`config.mk`:
```
export PLATFORM = sky130hd
export DESIGN_NAME = vga_fb_reader
export DESIGN_NICKNAME = d
export VERILOG_FILES = /design/src/rtl/vga_fb_pkg.sv /design/src/rtl/vga_fb_reader.sv
export SDC_FILE = /design/constraint.sdc
export NUM_CORES = 1
export LEC_CHECK = 0
export ABC_AREA = 1
export CAP_MARGIN = 20
export CORE_UTILIZATION = 31
export DETAILED_ROUTE_END_ITERATION = 6
export DONT_BUFFER_PORTS = 1
export PLACE_DENSITY = 0.47
export SYNTH_ARGS = -nofsm -noshare
export SYNTH_HDL_FRONTEND = slang
export SYNTH_SLANG_ARGS = --single-unit
```
`constraint.sdc`:
```
create_clock -name clk_clk -period 2.85 [get_ports clk_clk]
set_input_delay 0.285 -clock clk_clk [delete_from_list [all_inputs] [get_ports clk_clk]]
set_output_delay 0.285 -clock clk_clk [all_outputs]
set_load 0.1 [all_outputs]
```
`src/rtl/vga_fb_pkg.sv`:
```
// vga_fb_pkg: shared types and defaults for the VGA frame-buffer reader.
//   fb_state_e      - reader FSM states (also driven out on state_dbg)
//   DEF_*           - default buffer bases and frame/burst/FIFO geometry
package vga_fb_pkg;

  typedef enum logic [1:0] {
    IDLE       = 2'd0,
    WAIT_SPACE = 2'd1,
    REQ        = 2'd2,
    DATA       = 2'd3
  } fb_state_e;

  localparam logic [31:0] DEF_FB0_BASE    = 32'h0000_0000;
  localparam logic [31:0] DEF_FB1_BASE    = 32'h0020_0000;
  localparam int          DEF_FRAME_WORDS = 153600;  // 640x480, 2 px/word
  localparam int          DEF_BURST_LEN   = 8;
  localparam int          DEF_FIFO_DEPTH  = 256;

endpackage

```
`src/rtl/vga_fb_reader.sv`:
```
// vga_fb_reader: Avalon-MM burst-read master streaming the front frame buffer
// from SDRAM into the VGA pixel FIFO, with double-buffer swap at frame end.
//
// Ports
//   clk_clk, reset_reset_n   clock, async active-low reset
//   enable, pll_locked       streaming allowed while both are high
//   swap_req / swap_ack      swap request pulse / pulse when the swap lands
//   front_sel                buffer being scanned (0 = FB0, 1 = FB1)
//   frame_start              pulse in the cycle word 0 of a frame is accepted
//   overflow                 sticky: a beat arrived while fifo_full was high
//   avm_*                    Avalon-MM burst read master
//   fifo_full, fifo_usedw    pixel FIFO status
//   fifo_wr_en, exportdata   pixel FIFO write port (one cycle after each beat)
//   state_dbg                current FSM state
//
// Handshake: avm_read and avm_address are held stable from the first REQ
// cycle until a cycle with avm_waitrequest low, which is the accept cycle.
// Each avm_readdatavalid beat is data; exactly BURST_LEN beats follow an
// accept and only one burst is ever outstanding.
module vga_fb_reader
  import vga_fb_pkg::*;
#(
  parameter int                ADDR_W      = 32,
  parameter logic [ADDR_W-1:0] FB0_BASE    = ADDR_W'(DEF_FB0_BASE),
  parameter logic [ADDR_W-1:0] FB1_BASE    = ADDR_W'(DEF_FB1_BASE),
  parameter int                FRAME_WORDS = DEF_FRAME_WORDS,
  parameter int                BURST_LEN   = DEF_BURST_LEN,
  parameter int                FIFO_DEPTH  = DEF_FIFO_DEPTH,
  parameter int                USEDW_W     = 8
) (
  input  logic                        clk_clk,
  input  logic                        reset_reset_n,
  input  logic                        enable,
  input  logic                        pll_locked,
  input  logic                        swap_req,
  output logic                        swap_ack,
  output logic                        front_sel,
  output logic                        frame_start,
  output logic                        overflow,
  output logic [ADDR_W-1:0]           avm_address,
  output logic                        avm_read,
  output logic [$clog2(BURST_LEN):0]  avm_burstcount,
  input  logic                        avm_waitrequest,
  input  logic [31:0]                 avm_readdata,
  input  logic                        avm_readdatavalid,
  input  logic                        fifo_full,
  input  logic [USEDW_W-1:0]          fifo_usedw,
  output logic                        fifo_wr_en,
  output logic [31:0]                 exportdata,
  output logic [1:0]                  state_dbg
);

  localparam int BC_W     = $clog2(BURST_LEN) + 1;
  localparam int WORD_W   = $clog2(FRAME_WORDS + 1);
  localparam int BEAT_W   = $clog2(BURST_LEN + 1);
  // Largest fill level that still leaves room for a whole burst.
  localparam int HEADROOM = FIFO_DEPTH - 1 - BURST_LEN;

  localparam logic [WORD_W-1:0] BURST_STEP     = WORD_W'(BURST_LEN);
  localparam logic [WORD_W-1:0] LAST_BURST_IDX = WORD_W'(FRAME_WORDS - BURST_LEN);
  localparam logic [BEAT_W-1:0] LAST_BEAT      = BEAT_W'(BURST_LEN - 1);

  fb_state_e          state;
  logic [WORD_W-1:0]  word_idx;
  logic [BEAT_W-1:0]  beat_cnt;
  logic               swap_pending;

  logic               run_ok;
  logic               space_ok;
  logic [ADDR_W-1:0]  burst_addr;

  assign run_ok     = enable && pll_locked;
  assign space_ok   = !fifo_full && (32'(fifo_usedw) <= 32'(HEADROOM));
  assign burst_addr = (front_sel ? FB1_BASE : FB0_BASE) + ADDR_W'({word_idx, 2'b00});

  assign avm_burstcount = BC_W'(BURST_LEN);
  assign state_dbg      = state;

  // Decoded from the live accept condition so it marks the accept cycle
  // itself, which may come after several waitrequest stalls.
  assign frame_start = (state == REQ) && avm_read && !avm_waitrequest &&
                       (word_idx == '0);

  always_ff @(posedge clk_clk or negedge reset_reset_n) begin
    if (!reset_reset_n) begin
      state        <= IDLE;
      word_idx     <= '0;
      beat_cnt     <= '0;
      swap_pending <= 1'b0;
      front_sel    <= 1'b0;
      swap_ack     <= 1'b0;
      overflow     <= 1'b0;
      avm_read     <= 1'b0;
      avm_address  <= '0;
      fifo_wr_en   <= 1'b0;
      exportdata   <= '0;
    end else begin
      swap_ack   <= 1'b0;
      fifo_wr_en <= 1'b0;
      if (swap_req) swap_pending <= 1'b1;

      case (state)
        IDLE: begin
          // A fresh start always begins at word 0 of the current front buffer.
          if (run_ok) begin
            word_idx <= '0;
            state    <= WAIT_SPACE;
          end
        end

        WAIT_SPACE: begin
          if (!run_ok) begin
            state <= IDLE;
          end else if (space_ok) begin
            avm_read    <= 1'b1;
            avm_address <= burst_addr;
            state       <= REQ;
          end
        end

        REQ: begin
          // Avalon does not allow withdrawing a request, so enable/lock
          // loss is ignored until the burst has drained.
          if (!avm_waitrequest) begin
            avm_read <= 1'b0;
            beat_cnt <= '0;
            state    <= DATA;
          end
        end

        DATA: begin
          if (avm_readdatavalid) begin
            // The write is issued even when full; the FIFO drops it.
            fifo_wr_en <= 1'b1;
            exportdata <= avm_readdata;
            if (fifo_full) overflow <= 1'b1;

            if (beat_cnt == LAST_BEAT) begin
              beat_cnt <= '0;
              if (word_idx == LAST_BURST_IDX) begin
                word_idx <= '0;
                if (swap_pending) begin
                  front_sel    <= ~front_sel;
                  swap_ack     <= 1'b1;
                  // A request landing on the swap cycle waits for next frame.
                  swap_pending <= swap_req;
                end
              end else begin
                word_idx <= word_idx + BURST_STEP;
              end
              state <= run_ok ? WAIT_SPACE : IDLE;
            end else begin
              beat_cnt <= beat_cnt + BEAT_W'(1);
            end
          end
        end

        default: state <= IDLE;
      endcase
    end
  end

endmodule

```
==> flow_summary_export.csv, run 1 <==
group,metric,value,unit
sta,rsz0062_at_grt,"false",
die,die_h,109,um
sta,setup_violations,0,
synthesis,synth_ff_type,"dfrtp_1",
synthesis,ys_seq_elements,75,
worst_setup_path,endpoint,"frame_start",
finish,fillers,1148,
routing,drc_errors,0,
synthesis,synth_top_area_cell,"dfrtp_1",
hold_path,min_from,"swap_req",
worst_setup_path,cp_num_buf_inv,1,
worst_setup_path,path_depth,5,
synthesis,netlist_top_cells_area,"dfrtp_1, nand2_1, buf_4",
sta,finalSetupTns,0,ps
routing,wire_per_inst,13.2,um
worst_setup_path,worstSetupPathType,"reg2out",
worst_setup_path,rr_startpoint,"beat_cnt[0]",
clock_tree,clockBufferDepth,2,
die,die_area,0.0119,sq mm
synthesis,post_synth_num_cell_types,29,
finish,drive_gt1_frac,0.0793,
synthesis,synth_cells,445,
worst_setup_path,start_kind,"flop",
clock_tree,post_cts_resized,0,
worst_setup_path,r2r_cells,9,
outcome,status,"finished, final reports clean",
sta,min_period_over_period,0.744,
synthesis,ys_warn_count,0,
die,core,0.0110,sq mm
finish,fin_nets,500,
worst_setup_path,crit_chain,"nand2_1 > nor3_1 > nand3_1 > nor4_4 > buf_4",
routing,wl_met3,603,um
worst_setup_path,cpPeakStageDelay,510,ps
job,maxCapViolCount,0,
global_route,overflow,0,
worst_setup_path,r2r_end,"word_idx[5]",
die,rows,38,
worst_setup_path,r2r_slack,950,ps
routing,wl_met2,3.67,mm
routing,dr.pass1.iters,5,
worst_setup_path,crit_family,"simple AND/OR/NAND/NOR gates",
sta,hold_viol,0,
placement,numPortBuffers,0,
hold_path,hp-class,"in2reg",
worst_setup_path,crit_start,"state_dbg[1]",
placement,gp_congestion,0.794,
finish,diodes,0,
routing,wl_met1,3.45,mm
synthesis,synth.avg_cell_area,7.99,sq um
routing,drt_iter0_markers,105,
clock_tree,cts_sinks,75,
global_route,grt_pass1_wl,12.8,mm
synthesis,yosysTopAreaCellShare,0.528,
synthesis,syn-cell-area,0.00356,sq mm
clock_tree,clock_latency,340,ps
clock_tree,cts_root_buffer,"clkbuf_16",
routing,via_per_inst,4.62,
clock_tree,htree_levels,3,
clock_tree,cts_tree,"done",
synthesis,ys_seq_area_frac,0.528,
die,start_util,0.322,
routing,ant_nets,0,
routing,drt_wl_total,7.87,mm
sta,maxClockFrequency,0.472,GHz
sta,fin_crit,2120,ps
clock_tree,cts_made_buffers,9,
synthesis,async_flop_share,1.00,
sta,slew_headroom,0.381,
sta,fin_skew,7.75,ps
worst_setup_path,critical_path.max_fanout,9,
routing,vias,2743,
die,die-width,109,um
die,io-pin-count,124,
sta,holdWs,61.0,ps
worst_setup_path,critPathSlowestCell,"dfrtp_1",
worst_setup_path,setup.worst_path.end_class,"output port",
global_route,antenna_found_initial,0,
global_route,grt.total_usage,0.143,
finish,area_growth,12.0,%
routing,top_layer_used,"met4",
placement,dp_hpwl,5.44,mm
sta,tightest_slew,929,ps
worst_setup_path,arrival,1830,ps
global_route,grt_pass1_vias,2734,
clock_tree,clk_pin_slew,60,ps
sta,slew_viol_final,0,
worst_setup_path,crit_required,2570,ps
global_route,grt_max_degree,76,
synthesis,synth_edf_count,0,
[registers in the layout, summed over array words and instances (netlist names)]
signal	cells
swap_pending	1
overflow	1
avm_read	1
exportdata	32
beat_cnt	4
word_idx	15
front_sel	1
avm_address	16
state_dbg	2
fifo_wr_en	1
swap_ack	1
[timing repair]
action | 4_1_cts | 5_1_grt
endpoints found under the hold margin | 75 | 0
hold buffers | 2 | 0
setup buffers | 0 | 0
[Yosys cell counts, drive strengths merged, types with 2 or more instances]
master	number
inv	34
clkinv	2
dfrtp	75
o21ai	30
o21bai	2
nor3	5
nand4	12
a21oi	5
buf	33
conb	2
ha	2
nand3	23
nand2	184
nor2	33
[area by class of cell]
cell class / count / area (sq um) / share of cell area
clock buffer: 13 / 260 / 0.0654
clock inverter: 2 / 35.0 / 0.00880
inverter: 36 / 140 / 0.0352
multi-input combinational: 318 / 1400 / 0.351
sequential: 75 / 1880 / 0.471
tap: 140 / 175 / 0.0440
timing repair buffer: 10 / 97.6 / 0.0245
[layout by cell type (no fill, tap or decap), drive strengths merged]
cell type	instances
nand2	184
dfrtp	75
inv	34
nor2	33
o21ai	30
nand3	23
conb	20
clkbuf	13
nand4	12
buf	9
a21oi	5
nor3	5
clkinv	3
o21bai	2
ha	2
nor4	1
a31oi	1
bufinv	1
dlygate4sd3	1
[logic make-up after synthesis]
family | synth area share
and+or+nand+nor | 0.302
DFF | 0.528
buffers and inverters | 0.103
AOI/OAI and AO/OA | 0.0584
adders and majority gates | 0.00704
other | 0.00211
[metal layers]
metal / global-route usage / vias to the layer above
met4: 0.0695 / 0
met1: 0.169 / 1275
met3: 0.0520 / 10
met2: 0.229 / 97
met5: 0 / -
li1: - / 1361
[metrics by stage]
step | cells | instance area (sq um) | setup WS [ps] | utilization
detailed placement | 577 | 3650 | 945 | 0.331
finish | 594 | 3980 | 730 | 0.361
CTS | 594 | 3980 | 695 | 0.361
global route | 594 | 3980 | 603 | 0.361
floorplan | 463 | 3640 | 39.8 | -
global placement | 577 | 3650 | 975 | 0.331
[worst min-delay path by stage]
stage / endpoint / cells past startpoint / slack, ps
final: swap_pending / 1 / 60
after global routing: exportdata[17] / 2 / 50
after CTS: swap_pending / 1 / 50
after detailed placement: avm_address[10] / 0 / -9
after global placement: avm_address[10] / 0 / -9
after floorplan: avm_address[10] / 0 / -10
Power of run 1 is left out: the tool's default activity adds up to more than one toggle a clock period on the data nets, which glitch-free logic cannot reach.
==> run 2: changes to the inputs <==
- PLACE_DENSITY: 0.47 -> 0.48
- clock period: 2.85 -> 1.7 ns (I/O delays scaled with it)
==> flow_summary_export.csv, run 2 (synthesized netlist as in run 1, its figures left out) <==
group,metric,value,unit
outcome,status,"finished, violations left",
outcome,violations,"negative hold slack, negative setup slack",
placement,post-place-ws,91.6,ps
worst_setup_path,setup.worst_path.end_class,"output port",
clock_tree,clockBufferDepth,2,
routing,dr.pass1.iters,5,
power,ir_drop,1.14,mV
global_route,overflow,0,
finish,largest-register,"exportdata",
finish,fin_nets,589,
worst_setup_path,r2r_cells,9,
clock_tree,cts_sinks,75,
die,io-pin-count,124,
die,die_h,109,um
finish,final_core_util,0.429,
finish,mostFrequentLayoutCells,"nand2_1, dfrtp_1, buf_4",
global_route,grt_pass1_vias,3116,
placement,numPortBuffers,0,
power,total_power,10.1,mW
power,power.density,2140,mW/mm^2
finish,final_common_cell,"nand2_1",
worst_setup_path,start_kind,"flop",
global_route,grt.total_usage,0.152,
routing,vias,3071,
placement,dp_hpwl,5.83,mm
sta,finalSetupTns,-110,ps
sta,maxClockFrequency,0.552,GHz
die,rows,38,
finish,diodes,0,
sta,min_period_over_period,1.06,
die,die-width,109,um
global_route,antenna_found_initial,0,
clock_tree,ctsHoldBuffers,33,
routing,via_per_inst,4.49,
global_route,grt_max_degree,76,
sta,hold_viol,75,
placement,gp_congestion,0.849,
clock_tree,cts_made_buffers,9,
sta,fin_crit,1810,ps
clock_tree,clock_latency,330,ps
power,p_leak,2.40,nW
finish,largest_register_ffs,32,
die,start_util,0.322,
routing,ant_nets,0,
worst_setup_path,arrival,1640,ps
finish,reg.largest.list,"exportdata x32, avm_address x16, word_idx x15",
routing,drc_errors,0,
clock_tree,cts_tree,"done",
worst_setup_path,worstSetupPathType,"reg2out",
routing,drt_iter0_markers,121,
worst_setup_path,critical_path.max_fanout,2,
sta,setup_violations,1,
clock_tree,clk_pin_slew,60,ps
routing,wire_per_inst,12.2,um
sta,slew_viol_final,0,
sta,fin_skew,5.97,ps
hold_path,hp-class,"in2async",
finish,fillers,1147,
worst_setup_path,crit_required,1530,ps
die,die_area,0.0119,sq mm
sta,fin_ws,-110,ps
finish,drive_gt1_frac,0.197,
die,core,0.0110,sq mm
job,maxCapViolCount,0,
sta,holdWs,-473,ps
sta,rsz0062_at_grt,"true",
clock_tree,cts_root_buffer,"clkbuf_16",
global_route,grt_pass1_wl,14.0,mm
finish,area_growth,33.2,%
clock_tree,htree_levels,3,
routing,drt_wl_total,8.34,mm
run 2: final cells by class:
type / instances / area, sq um / area share
multi-input combinational: 318 / 1420 / 0.300
sequential: 75 / 1890 / 0.398
clock buffer: 14 / 264 / 0.0557
clock inverter: 2 / 10.0 / 0.00211
tap: 140 / 175 / 0.0370
timing repair buffer: 99 / 838 / 0.177
inverter: 36 / 140 / 0.0296
run 2: worst paths after layout:
kind                                  from              end  slack (ps)
setup / recovery              state_dbg[0]      frame_start        -110
hold / removal               reset_reset_n      word_idx[8]        -470
setup reg to reg               word_idx[4]     word_idx[17]         120
hold reg to reg            avm_address[13]  avm_address[13]         490
max in group asynchronous    reset_reset_n     state_dbg[0]        2010
min in group clk_clk             fifo_full         overflow          30
run 2: power by group:
group / internal [mW] / switching [mW]
registers: 2.31 / 0.215
logic: 1.07 / 4.78
clock network: 1.06 / 0.698
run 2: repair_timing:
action,4_1_cts,5_1_grt
endpoints found under the setup margin,1,6
pin swaps,3,0
gates resized for setup,7,6
setup buffers,1,0
hold endpoints to repair,108,75
cloned,0,0
run 2: worst max-delay path: stages (launching register included):
cell,delay [ps]
dfrtp_4,470
inv_2,60
nand2_2,70
nor3_4,120
nand3_2,120
nor4_4,240
buf_12,220
run 2: per-stage QoR:
stage / instance area, sq um / instances
floorplan: 3650 / 463
global placement: 4100 / 634
detailed placement: 4100 / 634
CTS: 4720 / 684
global route: 4740 / 684
finish: 4740 / 684
run 2: metal layers:
layer,vias up,wire length (um),track usage
li1,1549,-,-
met1,1420,3600,0.175
met2,82,4040,0.254
met3,20,467,0.0377
met4,0,231,0.0917
met5,-,0,0
Note: power is estimated with default switching activity, not from simulation.
